==> config.mk <==
export PLATFORM = sky130hd
export DESIGN_NAME = fetch_window
export DESIGN_NICKNAME = d
export VERILOG_FILES = /design/src/rtl/fetch_pkg.sv /design/src/rtl/fetch_ring.sv /design/src/rtl/fetch_window.sv
export SDC_FILE = /design/constraint.sdc
export NUM_CORES = 1
export LEC_CHECK = 0
export CAP_MARGIN = 20
export CORE_ASPECT_RATIO = 0.7
export CORE_MARGIN = 4
export CORE_UTILIZATION = 56
export DETAILED_ROUTE_END_ITERATION = 8
export GPL_TIMING_DRIVEN = 0
export PLACE_DENSITY = 0.77
export RECOVER_POWER = 25
export SLEW_MARGIN = 30
export SYNTH_ARGS = -nofsm -noshare
export SYNTH_HDL_FRONTEND = slang
export SYNTH_SLANG_ARGS = --single-unit
==> constraint.sdc <==
create_clock -name clk -period 4 [get_ports clk]
set_input_delay 0.8 -clock clk [delete_from_list [all_inputs] [get_ports clk]]
set_output_delay 0.8 -clock clk [all_outputs]
set_load 0.01 [all_outputs]
==> src/rtl/fetch_pkg.sv <==
// Shared widths and types for the instruction fetch window.
// The address type is common to the cpu, the rom and the fetch logic.
package fetch_pkg;

    localparam int INSTR_W = 16;
    localparam int ADDR_W  = 10;

    typedef logic [ADDR_W-1:0]  addr_t;
    typedef logic [INSTR_W-1:0] instr_t;

    // Pointer width that stays legal for a single-entry buffer.
    function automatic int ptr_w(input int n);
        return (n > 1) ? $clog2(n) : 1;
    endfunction

endpackage

==> src/rtl/fetch_ring.sv <==
// Circular instruction store with a WINDOW-wide read port rooted at head.
// Contents are never reset; validity is tracked by the owner of the pointers.
module fetch_ring
    import fetch_pkg::*;
#(
    parameter int INSTR_WIDTH = INSTR_W,
    parameter int WINDOW      = 4,
    parameter int DEPTH       = 8,
    parameter int PW          = ptr_w(DEPTH)
) (
    input  logic                          clk,
    input  logic                          we_i,
    input  logic [PW-1:0]                 waddr_i,
    input  logic [INSTR_WIDTH-1:0]        wdata_i,
    input  logic [PW-1:0]                 head_i,
    output logic [WINDOW*INSTR_WIDTH-1:0] win_o
);

    logic [INSTR_WIDTH-1:0] mem_q [DEPTH];

    always_ff @(posedge clk) begin
        if (we_i) begin
            mem_q[waddr_i] <= wdata_i;
        end
    end

    // Slot addresses wrap naturally because DEPTH is a power of two.
    always_comb begin
        win_o = '0;
        for (int i = 0; i < WINDOW; i++) begin
            win_o[i*INSTR_WIDTH +: INSTR_WIDTH] = mem_q[head_i + PW'(i)];
        end
    end

endmodule

==> src/rtl/fetch_window.sv <==
// Prefetch buffer feeding a window of consecutive instructions to the cpu
// from a single-port synchronous rom, with flush-and-refetch on redirect.
module fetch_window
    import fetch_pkg::*;
#(
    parameter int INSTR_WIDTH = INSTR_W,
    parameter int ADDR_WIDTH  = ADDR_W,
    parameter int WINDOW      = 4,
    parameter int DEPTH       = 8
) (
    input  logic                          clk,
    input  logic                          resetN,
    output logic [ADDR_WIDTH-1:0]         rom_addr,
    input  logic [INSTR_WIDTH-1:0]        rom_q,
    input  logic                          redirect,
    input  logic [ADDR_WIDTH-1:0]         redirect_pc,
    input  logic [$clog2(WINDOW+1)-1:0]   consume,
    output logic [ADDR_WIDTH-1:0]         win_pc,
    output logic [WINDOW*INSTR_WIDTH-1:0] win_inst,
    output logic [WINDOW-1:0]             win_valid
);

    localparam int PW = ptr_w(DEPTH);
    localparam int CW = $clog2(DEPTH + 1);

    logic [PW-1:0]         head_q, head_d;
    logic [CW-1:0]         count_q, count_d;
    logic                  inflight_q, inflight_d;
    logic [ADDR_WIDTH-1:0] fetch_pc_q, fetch_pc_d;
    logic [ADDR_WIDTH-1:0] win_pc_q, win_pc_d;

    logic          issue;
    logic          wr_en;
    logic [CW-1:0] take;
    logic [PW-1:0] tail;

    always_ff @(posedge clk or negedge resetN) begin
        if (!resetN) begin
            head_q     <= '0;
            count_q    <= '0;
            inflight_q <= 1'b0;
            fetch_pc_q <= '0;
            win_pc_q   <= '0;
        end else begin
            head_q     <= head_d;
            count_q    <= count_d;
            inflight_q <= inflight_d;
            fetch_pc_q <= fetch_pc_d;
            win_pc_q   <= win_pc_d;
        end
    end

    // Space is reserved for the in-flight word so the ring never overflows.
    always_comb begin
        take  = (CW'(consume) > count_q) ? count_q : CW'(consume);
        issue = !redirect &&
                (({1'b0, count_q} + {{CW{1'b0}}, inflight_q})
                 < (CW+1)'(DEPTH));
        wr_en = inflight_q && !redirect;
        tail  = head_q + count_q[PW-1:0];

        head_d     = head_q + take[PW-1:0];
        count_d    = count_q - take + CW'(wr_en);
        win_pc_d   = win_pc_q + ADDR_WIDTH'(take);
        fetch_pc_d = issue ? fetch_pc_q + ADDR_WIDTH'(1) : fetch_pc_q;
        inflight_d = issue;

        // The target itself goes out this cycle, so its word is in flight.
        if (redirect) begin
            count_d    = '0;
            win_pc_d   = redirect_pc;
            fetch_pc_d = redirect_pc + ADDR_WIDTH'(1);
            inflight_d = 1'b1;
        end
    end

    always_comb begin
        if (!resetN) begin
            rom_addr = '0;
        end else if (redirect) begin
            rom_addr = redirect_pc;
        end else begin
            rom_addr = fetch_pc_q;
        end
    end

    always_comb begin
        win_valid = '0;
        for (int i = 0; i < WINDOW; i++) begin
            win_valid[i] = count_q > CW'(i);
        end
    end

    assign win_pc = win_pc_q;

    fetch_ring #(
        .INSTR_WIDTH (INSTR_WIDTH),
        .WINDOW      (WINDOW),
        .DEPTH       (DEPTH),
        .PW          (PW)
    ) u_ring (
        .clk     (clk),
        .we_i    (wr_en),
        .waddr_i (tail),
        .wdata_i (rom_q),
        .head_i  (head_q),
        .win_o   (win_inst)
    );

endmodule

==> summary.md, run 1 <==
| Metric | Value |
|---|---|
| Outcome | complete, no violations |
| IO Count | 120 |
| Global-route wire length before repair | 39.6 mm |
| GRT Total Usage | 0.291 |
| CP Capture Point | win_inst[17] |
| Count of input and output buffers | 118 |
| Commonest cells post-synth | edfxtp_1 (128), mux2_2 (87), nand2_1 (53) |
| Die ar. | 18100 sq um |
| Net Sw Power | 4670 uW |
| Reg-to-reg startpoint | count_q[1]$_DFF_PN0_ |
| Final worst-path cycle share | 0.985 |
| Hold crit path type | primary input to asynchronous set/reset pin |
| GP Congestion | 0.911 |
| Drt first-iter violations | around 770 |
| Internal power | ~7000 uW |
| Storage cell area | 4550 sq um |
| Vias/cell | 6.46 |
| Initial Util | 0.575 |
| Crit path required time | around 3200 ps |
| Final Setup Violations | 0 |
| EDFF count, synth | 128 |
| Fmax achieved | 254 MHz |
| CP arrival | 3140 ps |
| 1st-pass router iterations | 7 |
| Seq cells post-synth | 156 |
| Routed WL | 26.0 mm |
| CTS tree | yes |
| Critical path class | flip-flop to output port |
| Vias in the first global route | 6833 |
| Max-slew headroom | 0.405 |
| Tmin final | 3940 ps |
| Clock network fraction of total power | 0.143 |
| Share of the synthesized area in the top cell type | 0.428 |
| LEAKAGE | slightly above 0.004 uW |
| Die Wd | 159 um |
| Final Hold Vio Count | 0 |
| Routed WL per cell | 25.5 um |
| Mapped Area | around 9000 sq um |
| PnR Total Power | 11900 uW |
| PnR worst setup slack | 58.5 ps |
| Cts bufs inserted | 17 |
| Post-synthesis sequential area ratio | 0.507 |
| DR vias | 6587 |
| Hold_ws | ~280 ps |
| Power per cell area | approximately 1000 nW/um^2 |
| Power share of the combinational group | 0.644 |
| Final Cell Area | between 10000 and 15000 sq um |
| Number of max-cap violations | 0 |
| Final core utilization | 0.726 |
| Post-placement cell area | 10600 sq um |
| Clk slew on worst S/H paths | 60 ps |
| Asr flop ratio synth | 0.179 |
| Pin count of the biggest net entering global routing | 31 |
| Avg Inst Size Synth | 13.7 sq um |
| # DRC | 0 |
| Pins Over Slew Limit | 0 |
| Pre-CTS setup slack | -599 ps |
| Clock Path Buffers | 2 |
| Startpoint types | flip-flop |
| Crit end category | output port |
| Die H | about 110 um |
| Syn. warnings | 0 |
| Sw frac | 0.393 |
| Critical-path maximum fanout | 14 |
| H-tree Lvls | 4 |
| Beginning of the critical path | head_q[0]$_DFF_PN0_ |
| Worst Max-Slew Pin Slew | 880 ps |
| Mapped Cells | 657 |
| Worst reg2reg path depth | 14 |
| Antenna violations before repair | 0 |
| Worst skew pair latency | 430 ps |
| Netlist cell types | 42 |
| Clk sinks | approximately 160 |
| Post-synth top flop | edfxtp_1 |
| Fin Clk Skew | 8.53 ps |
| RSZ-0062 raised after global routing | no |
| Std cell rows | 38 |
| Post-Syn Nets | 711 |
| Routed Antenna Nets | 0 |
| Synth-to-layout area growth | 26.2% |
| Post-synth top area cell | edfxtp_1 |
| Part of the power in registers | 0.213 |
| Flop2flop setup slack | 530 ps |
| Count leader, synth | edfxtp_1 |
| Global route total overflow | 0 |
| Share of cells above drive strength 1 | 0.274 |
| Antenna cells | 0 |
| Dpl hpwl | roughly 18 mm |
| Core area | around 16000 sq um |
| Root buffer cell | clkbuf_16 |
| Max rail drop VDD | 655 uV |
| Area occupied by multi-input gates | 4180 sq um |
| FILL cells | around 1000 |
| R2r endpoint | win_pc[8]$_DFF_PN0_ |
| Synth top area cells | edfxtp_1 (43%), mux4_2 (12%), mux2_2 (11%), dfrtp_1 (7.8%), mux2i_1 (2.9%) |
| # nets final | 861 |
## logic make-up after synthesis
kind of cell	count (synthesis)	share of synthesized area
AND/OR/NAND/NOR	128	0.0665
AO/OA/AOI/OAI	90	0.0552
flip-flops	156	0.507
other	1	0.000418
XOR/XNOR	30	0.0322
multiplexers	171	0.272
buffers and inverters	59	0.0329
adder cells (fa/ha/maj)	22	0.0340
## flip-flops by register name, indices dropped and copies added, names as in the netlist
name,flops
inflight_q,1
count_q,4
u_ring.mem_q,128
head_q,3
win_pc,10
fetch_pc_q,10
## worst min path at each step
stage / start / to / slack (ps) / cells past startpoint
floorplan: fetch_pc_q[6]$_DFFE_PN0P_ / fetch_pc_q[6]$_DFFE_PN0P_ / 450 / 2
global placement: fetch_pc_q[6]$_DFFE_PN0P_ / fetch_pc_q[6]$_DFFE_PN0P_ / 480 / 2
detailed placement: fetch_pc_q[6]$_DFFE_PN0P_ / fetch_pc_q[6]$_DFFE_PN0P_ / 510 / 2
CTS: resetN / win_pc[9]$_DFF_PN0_ / 200 / 1
global route: resetN / win_pc[9]$_DFF_PN0_ / 300 / 1
finish: resetN / win_pc[9]$_DFF_PN0_ / 280 / 1
## metal layers
layer	global-route usage	part of all wire	routed length [um]	up-vias
li1	-	-	-	2801
met1	0.402	0.41	10500	3307
met2	0.452	0.47	12100	427
met3	0.0878	0.11	2870	52
met4	0.0861	0.018	471	0
met5	0	0	0	-
## final cells by class
type | instances | area share
Sequential cell | 156 | 0.402
Clock buffer | 17 | 0.0376
Multi-Input combinational cell | 442 | 0.370
Clock inverter | 15 | 0.0176
Timing Repair Buffer | 132 | 0.122
Tap cell | 200 | 0.0221
Buffer | 39 | 0.0232
Inverter | 19 | 0.00630
## per-stage QoR
stage / setup TNS [ps] / cells
final: 0 / 1020
after global routing: 0 / 1020
after CTS: 0 / 1020
after detailed placement: -15310 / 988
after global placement: -44310 / 975
after floorplan: 0 / 657
## critical path, stage by stage, from the launching register on
cell and delay, ps:
dfrtp_2 420, buf_8 200, clkbuf_1 610, mux2_2 420, mux4_1 560, clkdlybuf4s50_1 510
## repair_timing
action                                  in CTS  in global routing
pin swaps                                    1                  0
buffers inserted                             1                  0
hold endpoints to repair                     0                  0
endpoints found under the setup margin      32                 24
hold buffers                                 0                  0
resized for setup                           13                  8
## power by group through the flow
stage | Clock, uW | Sequential (uW) | Combinational, uW
after floorplan | 0 | 2480 | 4150
after global placement | 0 | 2530 | 7010
after detailed placement | 0 | 2540 | 7440
after CTS | 1710 | 2520 | 7550
after global routing | 1800 | 2570 | 8040
final | 1700 | 2540 | 7650
## cell usage in the layout (no fill, tap or decap), drive strengths merged, types with 5 or more instances in the layout
cell	synthesis	routed
edfxtp	128	128
clkdlybuf4s50	0	108
mux2	97	97
nand2	53	53
o21ai	51	51
mux4	48	48
buf	24	38
clkbuf	16	33
nor2	31	31
dfrtp	28	28
mux2i	26	26
a21oi	22	22
xnor2	20	20
inv	19	19
ha	18	18
xor2	10	10
nand3	9	9
dlygate4sd3	0	9
nor2b	8	8
clkinv	0	8
a31oi	5	5
a21o	5	5
Power figures use the tool's default switching activity.
==> run 2: changes to the inputs <==
--- a/config.mk
+++ b/config.mk
@@ -16,4 +16,5 @@
 export SLEW_MARGIN = 30
 export SYNTH_ARGS = -nofsm -noshare
 export SYNTH_HDL_FRONTEND = slang
+export SYNTH_HIERARCHICAL = 1
 export SYNTH_SLANG_ARGS = --single-unit
==> run 2 against run 1 <==
  * Non-clock buffer count down 6
  * Clock-buffer cell count unchanged
  * Maximum frequency increased by 0.69%
  * Die area grew 0.47%
  * Combinational power is essentially flat
  * Clock power fell by 5%
  * Clock skew is 0.80 ps lower
  * Via count is 1.2% lower
  * Final area shrank 0.59%
  * Critical path type unchanged
  * Largest cell class unchanged
==> summary.md, run 2 <==
| Metric | Value |
|---|---|
| Outcome | complete, no violations |
| Drt first-iter violations | 638 (-17%) |
| Crit end category | output port |
| Dpl hpwl | 17.3 mm (-6.1%) |
| GRT Total Usage | 0.283 (-0.00801) |
| Seq cells post-synth | 156 (unchanged) |
| Antenna cells | 0 (unchanged) |
| Startpoint types | flip-flop |
| Fmax achieved | 255 MHz (+0.69%) |
| Routing usage on met1 | 0.403 (+0.000463) |
| Pins Over Slew Limit | 0 (unchanged) |
| Share of cells above drive strength 1 | 0.277 (+0.00249) |
| Std cell rows | 38 (unchanged) |
| Clk slew on worst S/H paths | 60 ps (about the same) |
| Syn. warnings | 6 (+6) |
| Synth top area cells | edfxtp_1 (43%), mux2_2 (12%), mux4_2 (9.2%), dfrtp_1 (7.8%), mux2i_1 (2.8%) |
| Avg Inst Size Synth | 13.8 sq um (+1.1%) |
| Reg-to-reg startpoint | count_q[1]$_DFF_PN0_ |
| EDFF count, synth | 128 (unchanged) |
| Most used routing layer | met2 |
| Core area | 15600 sq um (+0.30%) |
| Share of the synthesized area in the top cell type | 0.426 (-0.00214) |
| H-tree Lvls | 4 (unchanged) |
| Worst skew pair latency | 420 ps (about the same) |
| # DRC | 0 (unchanged) |
| Routed WL | 25.4 mm (-2.2%) |
| Routed Antenna Nets | 0 (unchanged) |
| Max rail drop VDD | 729 uV (+11%) |
| Asr flop ratio synth | 0.179 (unchanged) |
| Die ar. | 18200 sq um (+0.47%) |
| Initial Util | 0.576 (+0.00113) |
| CP Capture Point | win_inst[1] |
| # nets final | 851 (-1.2%) |
| Hold_ws | 346 ps (+62.2 ps) |
| Root buffer cell | clkbuf_16 |
| Die Wd | 160 um (+0.24%) |
| Met3 usage | 0.0914 (+0.00364) |
| Crit path required time | 3200 ps (about the same) |
| Number of max-cap violations | 0 (unchanged) |
| FILL cells | 1015 (-0.20%) |
| Global-route wire length before repair | 38.9 mm (-1.9%) |
| Critical path class | flip-flop to output port |
| RSZ-0062 raised after global routing | no |
| GP Congestion | 0.902 (-0.93%) |
| Tmin final | 3910 ps (-27.0 ps) |
| Most frequent cells in the layout | edfxtp_1 (128), clkdlybuf4s50_1 (106), mux2_2 (94) |
| Max reg flops | 128 (unchanged) |
| R2r endpoint | win_pc[8]$_DFF_PN0_ |
| Critical-path maximum fanout | 10 (-4) |
| Global route total overflow | 0 (unchanged) |
| Mapped Cells | 653 (-0.61%) |
| Post-synth top area cell | edfxtp_1 |
| Final worst-path cycle share | 0.979 (-0.00676) |
| Fin Clk Skew | 7.73 ps (-0.801 ps) |
| Count leader, synth | edfxtp_1 |
| Worst Max-Slew Pin Slew | 884 ps (+4.17 ps) |
| Synth-to-layout area growth | 24.9% |
| Vias in the first global route | 6566 (-3.9%) |
| Antenna violations before repair | 0 (unchanged) |
| Vias/cell | 6.45 (-0.17%) |
| DR vias | 6505 (-1.2%) |
| Post-synthesis sequential area ratio | 0.504 (-0.00253) |
| Routed WL per cell | 25.2 um (-1.2%) |
| Met2 usage | 0.435 (-0.0169) |
| Worst reg2reg path depth | 14 (unchanged) |
| Final Hold Vio Count | 0 (unchanged) |
| Flop2flop setup slack | 490 ps (-40 ps) |
| Most common cell after layout, fill and taps aside | edfxtp_1 |
| Pin count of the biggest net entering global routing | 29 (-6.5%) |
| Clock Path Buffers | 2 (unchanged) |
| Post-Syn Nets | 707 (-0.56%) |
| Power per cell area | 1050 nW/um^2 (-0.25%) |
| Final Setup Violations | 0 (unchanged) |
| Post-Place Cells | 977 (-1.1%) |
| Netlist cell types | 50 (+19%) |
| Hold crit path type | primary input to asynchronous set/reset pin |
| Clk sinks | 156 (unchanged) |
| CP arrival | 3110 ps (-30 ps) |
| Post-synth top flop | edfxtp_1 |
| Non-Filler Instances | 1009 (-1.1%) |
| Final core utilization | 0.720 (-0.00645) |
| LEAKAGE | 0.00410 uW (-0.44%) |
| Top reg by flops | u_ring/mem_q |
| 1st-pass router iterations | 7 (unchanged) |
| Count of input and output buffers | 118 (unchanged) |
| Max-slew headroom | 0.410 (+0.00495) |
| IO Count | 120 (unchanged) |
| Beginning of the critical path | head_q[1]$_DFF_PN0_ |
| Commonest cells post-synth | edfxtp_1 (128), mux2_2 (94), nor2_1 (42) |
| Cts bufs inserted | 17 (unchanged) |
| Mapped Area | 9020 sq um (+0.50%) |
| CTS tree | yes |
| Die H | 114 um (+0.23%) |
-- run 2: where the power goes --
group | internal [uW] | total [uW] | switching, uW
Clock | 967 | 1610 | 646
Sequential | 2270 | 2550 | 279
Combinational | 3890 | 7620 | 3730
Total | 7130 | 11800 | 4660
-- run 2: what timing repair did --
| action | 4_1_cts | 5_1_grt |
|---|---|---|
| pin swaps | 1 | 0 |
| hold buffers | 0 | 0 |
| setup endpoints to repair | 32 | 17 |
| buffers inserted | 3 | 0 |
| resized for setup | 15 | 7 |
-- run 2: area by class of cell --
| class | instances | area [sq um] | area share |
|---|---|---|---|
| Clock buffer | 17 | 425 | 0.0378 |
| Inverter | 22 | 82.6 | 0.00734 |
| Timing Repair Buffer | 127 | 1280 | 0.114 |
| Tap cell | 200 | 250 | 0.0222 |
| Buffer | 38 | 284 | 0.0252 |
| Multi-Input combinational cell | 435 | 4240 | 0.376 |
| Sequential cell | 156 | 4540 | 0.404 |
| Clock inverter | 14 | 154 | 0.0137 |
-- run 2: stage by stage --
stage / TNS, ps / instance area, sq um / setup slack, ps / total power [uW]
final: 0 / 11300 / 85.5 / 11800
after global routing: 0 / 11300 / 2.07 / 12300
after CTS: 0 / 11200 / 47.6 / 11700
after detailed placement: -9810 / 10600 / -482 / 9870
after global placement: -29930 / 10400 / -806 / 9600
after floorplan: 0 / 9020 / 707 / 6670
-- run 2: kinds of logic (layout without fill, tap and decap cells) --
logic type | count (synthesis) | in the layout | synth area share
and+or+nand+nor | 119 | 119 | 0.0674
xor gates and xnor gates | 29 | 29 | 0.0290
DFF | 156 | 156 | 0.504
other | 1 | 1 | 0.000416
AOI/OAI and AO/OA | 90 | 90 | 0.0666
adders and majority gates | 22 | 22 | 0.0339
muxes | 174 | 174 | 0.262
buffers and inverters | 62 | 218 | 0.0364
-- run 2: worst min path at each step --
stage / startpoint / to / slack (ps)
global placement: fetch_pc_q[6]$_DFFE_PN0P_ / fetch_pc_q[6]$_DFFE_PN0P_ / 500
global route: resetN / win_pc[8]$_DFF_PN0_ / 350
floorplan: fetch_pc_q[6]$_DFFE_PN0P_ / fetch_pc_q[6]$_DFFE_PN0P_ / 470
detailed placement: fetch_pc_q[6]$_DFFE_PN0P_ / fetch_pc_q[6]$_DFFE_PN0P_ / 510
CTS: resetN / win_pc[8]$_DFF_PN0_ / 210
finish: resetN / win_pc[8]$_DFF_PN0_ / 350
-- run 2: per-layer routing --
| layer | wire length [um] | vias to the layer above |
|---|---|---|
| met2 | 11500 | 426 |
| met4 | 341 | 0 |
| met1 | 10700 | 3241 |
| met5 | 0 | - |
| met3 | 2890 | 39 |
| li1 | - | 2799 |
-- run 2: critical path, cell delays in order, from the launching register on --
cell and delay (ps):
dfrtp_1 430, buf_2 250, nand2b_1 150, clkbuf_1 500, clkbuf_2 410, o22ai_1 110
nor2_1 240, clkdlybuf4s50_1 590
